--- config.mk ---
export PLATFORM = sky130hd
export DESIGN_NAME = matrix_arbiter_flat
export DESIGN_NICKNAME = d
export VERILOG_FILES = /design/src/rtl/matrix_arbiter_if.sv /design/src/rtl/matrix_arbiter.sv /design/src/flat_wrapper.sv
export SDC_FILE = /design/constraint.sdc
export NUM_CORES = 1
export LEC_CHECK = 0
export BUFFER_PORTS_ARGS = -buffer_cell sky130_fd_sc_hd__buf_4
export CORE_UTILIZATION = 45
export DETAILED_ROUTE_END_ITERATION = 6
export PLACE_DENSITY = 0.77
export RECOVER_POWER = 25
export SYNTH_ARGS = -nofsm -noshare
export SYNTH_HDL_FRONTEND = slang
export SYNTH_SLANG_ARGS = --single-unit
--- constraint.sdc ---
create_clock -name clk -period 4.5 [get_ports clk]
set_input_delay 0.225 -clock clk [delete_from_list [all_inputs] [get_ports clk]]
set_output_delay 0.225 -clock clk [all_outputs]
set_load 0.01 [all_outputs]
--- src/rtl/matrix_arbiter_if.sv ---
// Requester/display bundle for the LED matrix arbiter.
// Requesters drive req, frames and tick; arbiter returns grant and frame.
interface matrix_arbiter_if;
  logic        tick;
  logic [2:0]  req;
  logic [35:0] img0;
  logic [35:0] img1;
  logic [35:0] img2;
  logic [2:0]  gnt;
  logic [35:0] img_out;
  logic        busy;

  modport master (
    output tick, req, img0, img1, img2,
    input  gnt, img_out, busy
  );

  modport slave (
    input  tick, req, img0, img1, img2,
    output gnt, img_out, busy
  );
endinterface

--- src/rtl/matrix_arbiter.sv ---
// Fixed-priority 3-way owner of a 6x6 LED matrix with minimum hold
// time counted in tick pulses and a blank frame between owners.
module matrix_arbiter #(
  parameter int unsigned MIN_HOLD = 2
) (
  input  logic       clk,
  input  logic       rst,
  matrix_arbiter_if.slave bus
);

  typedef enum logic [1:0] {
    IDLE   = 2'd0,
    OWN    = 2'd1,
    SWITCH = 2'd2
  } state_t;

  localparam logic [7:0] LP_HOLD = 8'(MIN_HOLD);

  state_t      r_state;
  logic [2:0]  r_gnt;
  logic [35:0] r_img;
  logic        r_busy;
  logic [7:0]  r_cnt;

  state_t      w_state_nx;
  logic [2:0]  w_gnt_nx;
  logic [35:0] w_img_nx;
  logic [7:0]  w_cnt_nx;
  logic [2:0]  w_pri;

  always_comb begin
    w_pri = 3'b000;
    if (bus.req[2])      w_pri = 3'b100;
    else if (bus.req[1]) w_pri = 3'b010;
    else if (bus.req[0]) w_pri = 3'b001;
  end

  function automatic logic [35:0] sel_img(
    input logic [2:0] g
  );
    logic [35:0] v;
    v = '0;
    unique case (1'b1)
      g[2]:    v = bus.img2;
      g[1]:    v = bus.img1;
      g[0]:    v = bus.img0;
      default: v = '0;
    endcase
    return v;
  endfunction

  always_comb begin
    w_state_nx = r_state;
    w_gnt_nx   = r_gnt;
    w_cnt_nx   = r_cnt;
    w_img_nx   = '0;
    unique case (r_state)
      IDLE, SWITCH: begin
        if (|bus.req) begin
          w_state_nx = OWN;
          w_gnt_nx   = w_pri;
          w_cnt_nx   = LP_HOLD;
          w_img_nx   = sel_img(w_pri);
        end else begin
          w_state_nx = IDLE;
          w_gnt_nx   = 3'b000;
          w_cnt_nx   = 8'd0;
        end
      end
      OWN: begin
        if (r_cnt != 8'd0) begin
          w_img_nx = sel_img(r_gnt);
          if (bus.tick) w_cnt_nx = r_cnt - 8'd1;
        end else if (w_pri == r_gnt) begin
          // owner still wins priority: keep it, no blank frame
          w_img_nx = sel_img(r_gnt);
        end else begin
          w_state_nx = SWITCH;
          w_gnt_nx   = 3'b000;
        end
      end
      default: begin
        w_state_nx = IDLE;
        w_gnt_nx   = 3'b000;
        w_cnt_nx   = 8'd0;
      end
    endcase
  end

  always_ff @(posedge clk) begin
    if (rst) begin
      r_state <= IDLE;
      r_gnt   <= 3'b000;
      r_img   <= '0;
      r_busy  <= 1'b0;
      r_cnt   <= 8'd0;
    end else begin
      r_state <= w_state_nx;
      r_gnt   <= w_gnt_nx;
      r_img   <= w_img_nx;
      r_busy  <= |w_gnt_nx;
      r_cnt   <= w_cnt_nx;
    end
  end

  assign bus.gnt     = r_gnt;
  assign bus.img_out = r_img;
  assign bus.busy    = r_busy;

endmodule

--- src/flat_wrapper.sv ---
// flat-port wrapper written by rule: the top's interface ports become plain ports
module matrix_arbiter_flat 
#(
  parameter int unsigned MIN_HOLD = 2
)
  (clk, rst, bus_tick, bus_req, bus_img0, bus_img1, bus_img2, bus_gnt, bus_img_out, bus_busy);
  matrix_arbiter_if bus_i ();
  input  logic clk;
  input  logic rst;
  input wire logic [$bits(bus_i.tick)-1:0] bus_tick;
  input wire logic [$bits(bus_i.req)-1:0] bus_req;
  input wire logic [$bits(bus_i.img0)-1:0] bus_img0;
  input wire logic [$bits(bus_i.img1)-1:0] bus_img1;
  input wire logic [$bits(bus_i.img2)-1:0] bus_img2;
  output wire logic [$bits(bus_i.gnt)-1:0] bus_gnt;
  output wire logic [$bits(bus_i.img_out)-1:0] bus_img_out;
  output wire logic [$bits(bus_i.busy)-1:0] bus_busy;
  assign bus_i.tick = bus_tick;
  assign bus_i.req = bus_req;
  assign bus_i.img0 = bus_img0;
  assign bus_i.img1 = bus_img1;
  assign bus_i.img2 = bus_img2;
  assign bus_gnt = bus_i.gnt;
  assign bus_img_out = bus_i.img_out;
  assign bus_busy = bus_i.busy;
  matrix_arbiter #(.MIN_HOLD(MIN_HOLD)) u_core (.clk(clk), .rst(rst), .bus(bus_i));
endmodule
# Yosys cells after proc, flatten, opt, wreduce, memory -nomap -nowiden
# Cells that the tools add are included.
[totals] regBits=50 wordCells=41 input_bits=114 output_inout_bits=40
[op_classes] n_addsub=1 n_eq_ne=7 mux=21 n_reduce_logical=7
[op_table] operator="one-hot mux 36 bit (3 select lines)" n=2
[op_table] operator="two-way mux 36 bit" n=3
[op_table] operator="one-hot mux 36 bit (2 select lines)" n=1
[op_table] operator="two-way mux 8 bit" n=2
[op_table] operator="one-hot mux 8 bit (2 select lines)" n=1
[op_table] operator="two-way mux 3 bit" n=4
[op_table] operator="two-way mux 2 bit" n=4
[op_table] operator="nonzero test 8 bit" n=1
[op_table] operator="subtractor 8 x 1 -> 8 bit (second input constant)" n=1
[op_table] operator="inequality test 2 bit (second input constant)" n=3
[op_table] operator="one-hot mux 3 bit (2 select lines)" n=1
[op_table] operator="OR reduction 3 bit" n=2
[op_table] operator="one-hot mux 2 bit (2 select lines)" n=1
[op_table] operator="AND reduction 2 bit" n=2
[op_table] operator="== test 3 bit" n=1
[op_table] operator="== test 2 x 1 -> 1 bit (second input constant)" n=1
[op_table] operator="== test 2 bit (second input constant)" n=1
[op_table] operator="zero test 2 bit" n=1
[op_table] operator="two-way mux 1 bit" n=2
[op_table] operator="inequality test 2 x 1 -> 1 bit (second input constant)" n=1
[op_table] operator="OR reduction 2 bit" n=1

# Logic depth before layout (Yosys ltp)
[depth] ltp_word=8 mapped_depth=7 depth_no_buf=6

# Least setup slack after synthesis
# No wires, ideal clock.
[synth_timing] path_kind="register -> register" start="register u_core.r_cnt[0]" end="register u_core.r_img[3] (netlist: u_core.bus.img_out[3])" n_path_buf=1 period_less_slack_ps=1637 arrival_time_ps=1499 t_required_ps=4363 setup_time_ps=137 slack_ps=2863 path_stages_with_launch=8 path_cell_list="dfxtp_1 -> inv_1 -> ha_1 -> nor4b_4 -> nand3_2 -> a22oi_4 -> buf_6 -> o32ai_2"
[synth_via] elab_chain_cells=3
[synth_lines] element="from (decl)" line_no="matrix_arbiter.sv:23" rtl="logic [7:0] r_cnt;"
[synth_lines] element="from (signal assigned)" line_no="matrix_arbiter.sv:102" rtl="r_cnt <= w_cnt_nx;"
[synth_lines] element="nonzero test 8 bit" line_no="matrix_arbiter.sv:71" rtl="if (r_cnt != 8'd0) begin"
[synth_lines] element="two-way mux 36 bit" line_no="matrix_arbiter.sv:71"
[synth_lines] element="one-hot mux 36 bit (2 select lines)" line_no="matrix_arbiter.sv:57" rtl="unique case (r_state)"
[synth_lines] element="to (signal assigned)" line_no="matrix_arbiter.sv:100" rtl="r_img <= w_img_nx;"
[synth_lines] element="to (decl)" line_no="matrix_arbiter.sv:21" rtl="logic [35:0] r_img;"
# Every way passes these cells.
# A chain may end at the register's enable or synchronous reset.

# Worst setup path after layout
[layout_timing] start="register u_core.r_gnt[1] (netlist: u_core.bus.gnt[1])" end="register u_core.r_img[8] (netlist: u_core.bus.img_out[8])"
[layout_via] elab_chain_cells=4 word_cells_on_any_way=5
[layout_lines] element="from (decl)" line_no="matrix_arbiter.sv:20" rtl="logic [2:0] r_gnt;"
[layout_lines] element="from (signal assigned)" line_no="matrix_arbiter.sv:99" rtl="r_gnt <= w_gnt_nx;"
[layout_lines] element="one-hot mux 36 bit (3 select lines) or == test 3 bit (tied branches)" line_no="matrix_arbiter.sv:43, matrix_arbiter.sv:74"
[layout_lines] element="two-way mux 36 bit" line_no="matrix_arbiter.sv:74" rtl="end else if (w_pri == r_gnt) begin"
[layout_lines] element="two-way mux 36 bit (*)" line_no="matrix_arbiter.sv:71"
[layout_lines] element="one-hot mux 36 bit (2 select lines) (*)" line_no="matrix_arbiter.sv:57"
# Every way passes the cells marked *; elsewhere a longest branch is shown, timed or not.

==> key figures <==
Power and ir drop
  • Design Power: 1.45 mW
  • VDD IR max: 0.155 mV
  • Pwr per Cell Area: 339 nW/um2
  • Lkg Pwr: 1.66 nW

STA
  • Slew headroom: 21.3%
  • Final Setup Violations: 0
  • Slew Viols, Final: 0
  • RSZ-0062 raised after global routing: no
  • Final hold vios: 0
  • Max Freq: 0.375 GHz
  • Final Critical Period: 2.67 ns
  • Worst Skew: 0.0140 ns
  • Setup_tns: 0 ns
  • Slew of the pin with the lowest slew margin: 1.18 ns
  • Tcrit/Tclk final: 59.3%

Worst setup path
  • Worst Path Buf+Inv: 2
  • FF-to-FF Start: u_core.bus.gnt[1]
  • Cell Chain, Critical Path: buf_4, o31ai_1, a22oi_4, buf_4, o32ai_2
  • Critical Path AT: 2.81 ns
  • Crit path required time: 4.64 ns
  • R2r worst-path depth: 5
  • Largest stage delay on the critical path: 0.63 ns
  • Most Frequent Cell on Critical Path: buf_4
  • Critical-path top delay cell: dfxtp_1
  • Crit path depth: 5
  • CP max FO: 30
  • Flop2flop setup slack: 1.83 ns
  • Critical path type: register to register
  • R2R Path End: u_core.bus.img_out[8]
  • Nature of the critical path startpoint: register
  • Largest delay share family, worst path: compound AO/OA/AOI/OAI gates
  • Crit end category: register

Route
  • DR vias/cell: 6.66
  • Vias: 3375
  • TritonRoute pass-1 iters: 7
  • DRC violation total after the first TritonRoute iteration: 425
  • WL final: 9990 um
  • DRC violations left: 0
  • Routed Antenna Nets: 0
  • DR WL/cell: 19.7 um

Synthesis
  • EDFF count, synth: 0
  • Top post-synthesis cells by area: dfxtp_1, o32ai_2, a222oi_1, a221oi_1, nor2b_1
  • Async S/R FF share, synth: 0%
  • Yosys reg bits: 50
  • Synth cell types: 40
  • Ys Warns: 0
  • Sequential area share after synthesis: 31.8%
  • Syn Area/Cell: 10.6 um2
  • Post-synth top area cell: dfxtp_1
  • Post-synth top area share: 31.8%
  • Post-synth top flop: dfxtp_1
  • Mapped Nets: 414
  • Mapped Cells: 298
  • Cell area after synthesis: 3150 um2

Placement
  • Post-DP HPWL: 6810 um
  • DP Area: 4250 um2
  • Gp weighted congestion: 0.759
  • Port Buffer Count: 153

Clocking
  • Clock-pin slew on the worst setup and hold paths: 0.10 ns
  • H-tree levels: 2
  • Clock Sinks: 50
  • CTS Hold Buffers Added: 0
  • Clock buffer count from CTS: 5
  • CTS tree: built
  • Clock Path Buffers: 2
  • Clock insertion delay at the later pin of the skew report: 0.30 ns
  • Post-CTS Setup Inserts: 0
  • CTS root buffer: clkbuf_8
  • Resize count post-CTS: 0

Floorplanning
  • IO Count: 154
  • Core footprint: 6760 um2
  • Die height: 85.6 um
  • Rows: 30
  • Die footprint: 7330 um2
  • Die X: 85.6 um
  • Initial core utilization: 46.6%

Global routing
  • Initial antenna violation count: 0
  • Gr ovfl total: 0
  • Vias in the first global route: 3213
  • Largest net degree at the start of global routing: 79
  • GR Util All Layers: 25.8%
  • Global-route wire length before repair: 15200 um

Min path
  • Hold path start: rst
  • WHS Path Cells: 2
  • Hold Path Sink: u_core.r_cnt[1]
  • Hold Crit Class: primary input to register

Layout
  • Final Net Count: 542
  • Register area: 1000 um2
  • Fillers: 583
  • Area growth from synthesis to layout: 36.0%
  • Layout cells sized above 1: 44.5%
  • Area of the multi-input gates: 1950 um2
  • Ant. Diodes: 0
  • Final Cell Area: 4280 um2

Job
  • Number of max-cap violations: 0

Run status
  • Status: finished clean
kinds of logic after synthesis:
kind of cell               synth area share [%]
AOI/OAI and AO/OA                          43.8
and+or+nand+nor                            15.5
DFF                                        31.8
buffers and inverters                      6.32
xor gates and xnor gates                   1.11
muxes                                     0.636
adders and majority gates                 0.795
report_power, final:
part,leakage (nW),internal [mW],switching [mW]
clock network,0.0524,0.167,0.151
registers,0.411,0.509,0.0429
logic,1.20,0.282,0.297
total,1.66,0.958,0.491
through the flow:
step / hold WS [ns] / setup slack [ns] / instances / utilization (%)
CTS: 0.131 / 1.84 / 507 / 64.5
detailed placement: 0.448 / 1.85 / 499 / 62.9
finish: 0.144 / 1.83 / 507 / 63.3
global route: 0.137 / 1.69 / 507 / 63.3
global placement: 0.446 / 1.91 / 499 / 62.9
floorplan: 0.302 / 2.86 / 298 / -
sequential cells by signal, summed over array words and instances, names as in the netlist:
register            flops
u_core.bus.busy         1
u_core.bus.gnt          3
u_core.bus.img_out     36
u_core.r_cnt            8
u_core.r_state          2
cells in the mapped netlist (all sizes together), types with 2 or more instances:
cell type,n
a21oi,4
a221oi,36
a222oi,36
buf,9
clkbuf,28
dfxtp,50
ha,2
inv,4
mux2i,2
nand2,9
nand3b,2
nor2,11
nor2b,37
nor3,6
nor4b,2
o21ai,4
o32ai,36
or3,2
xnor2,3
worst register-to-register path: stages (launching register included):
cell	delay, ns
dfxtp_1	0.63
buf_4	0.43
o31ai_1	0.19
a22oi_4	0.61
buf_4	0.50
o32ai_2	0.14
cell usage in the layout, fill, tap and decap left out, types with 2 or more instances in the layout:
cell type  Yosys  routed
o32ai_2       36      36
o21ai_2        3       3
xnor2_1        3       3
a21oi_1        4       4
clkbuf_8       0       5
ha_1           2       2
clkbuf_1      28      24
buf_4          1     136
nand2_1        9       8
nor2_1        11      11
a222oi_1      36      36
nor3_1         4       4
a221oi_1      36      36
inv_1          4       4
or3_1          2       2
nand3b_1       2       2
dfxtp_1       50      50
mux2i_1        2       2
nor2b_1       37      36
cell type report:
type	count	share of cell area (%)
multi-input cells	207	45.6
repair buffers	158	25.8
flip-flops and latches	50	23.4
well taps	80	2.34
clock buffers	7	1.78
clock inverters	1	0.702
inverters	4	0.351
how the worst max path moves through the flow:
stage | startpoint | end
2_1_floorplan | u_core.r_cnt[0] | u_core.bus.img_out[3]
3_3_place_gp | u_core.bus.gnt[1] | u_core.bus.img_out[4]
3_5_place_dp | u_core.bus.gnt[1] | u_core.bus.img_out[19]
4_1_cts | u_core.bus.gnt[1] | u_core.bus.img_out[7]
5_1_grt | u_core.bus.gnt[1] | u_core.bus.img_out[11]
6_report | u_core.bus.gnt[1] | u_core.bus.img_out[8]
layer usage:
metal  global-route usage [%]  wire, um
met1                     30.5      3790
met2                     45.2      5210
met3                     5.87       750
met4                     10.2       238
met5                        0         0
Power figures use the tool's default switching activity.
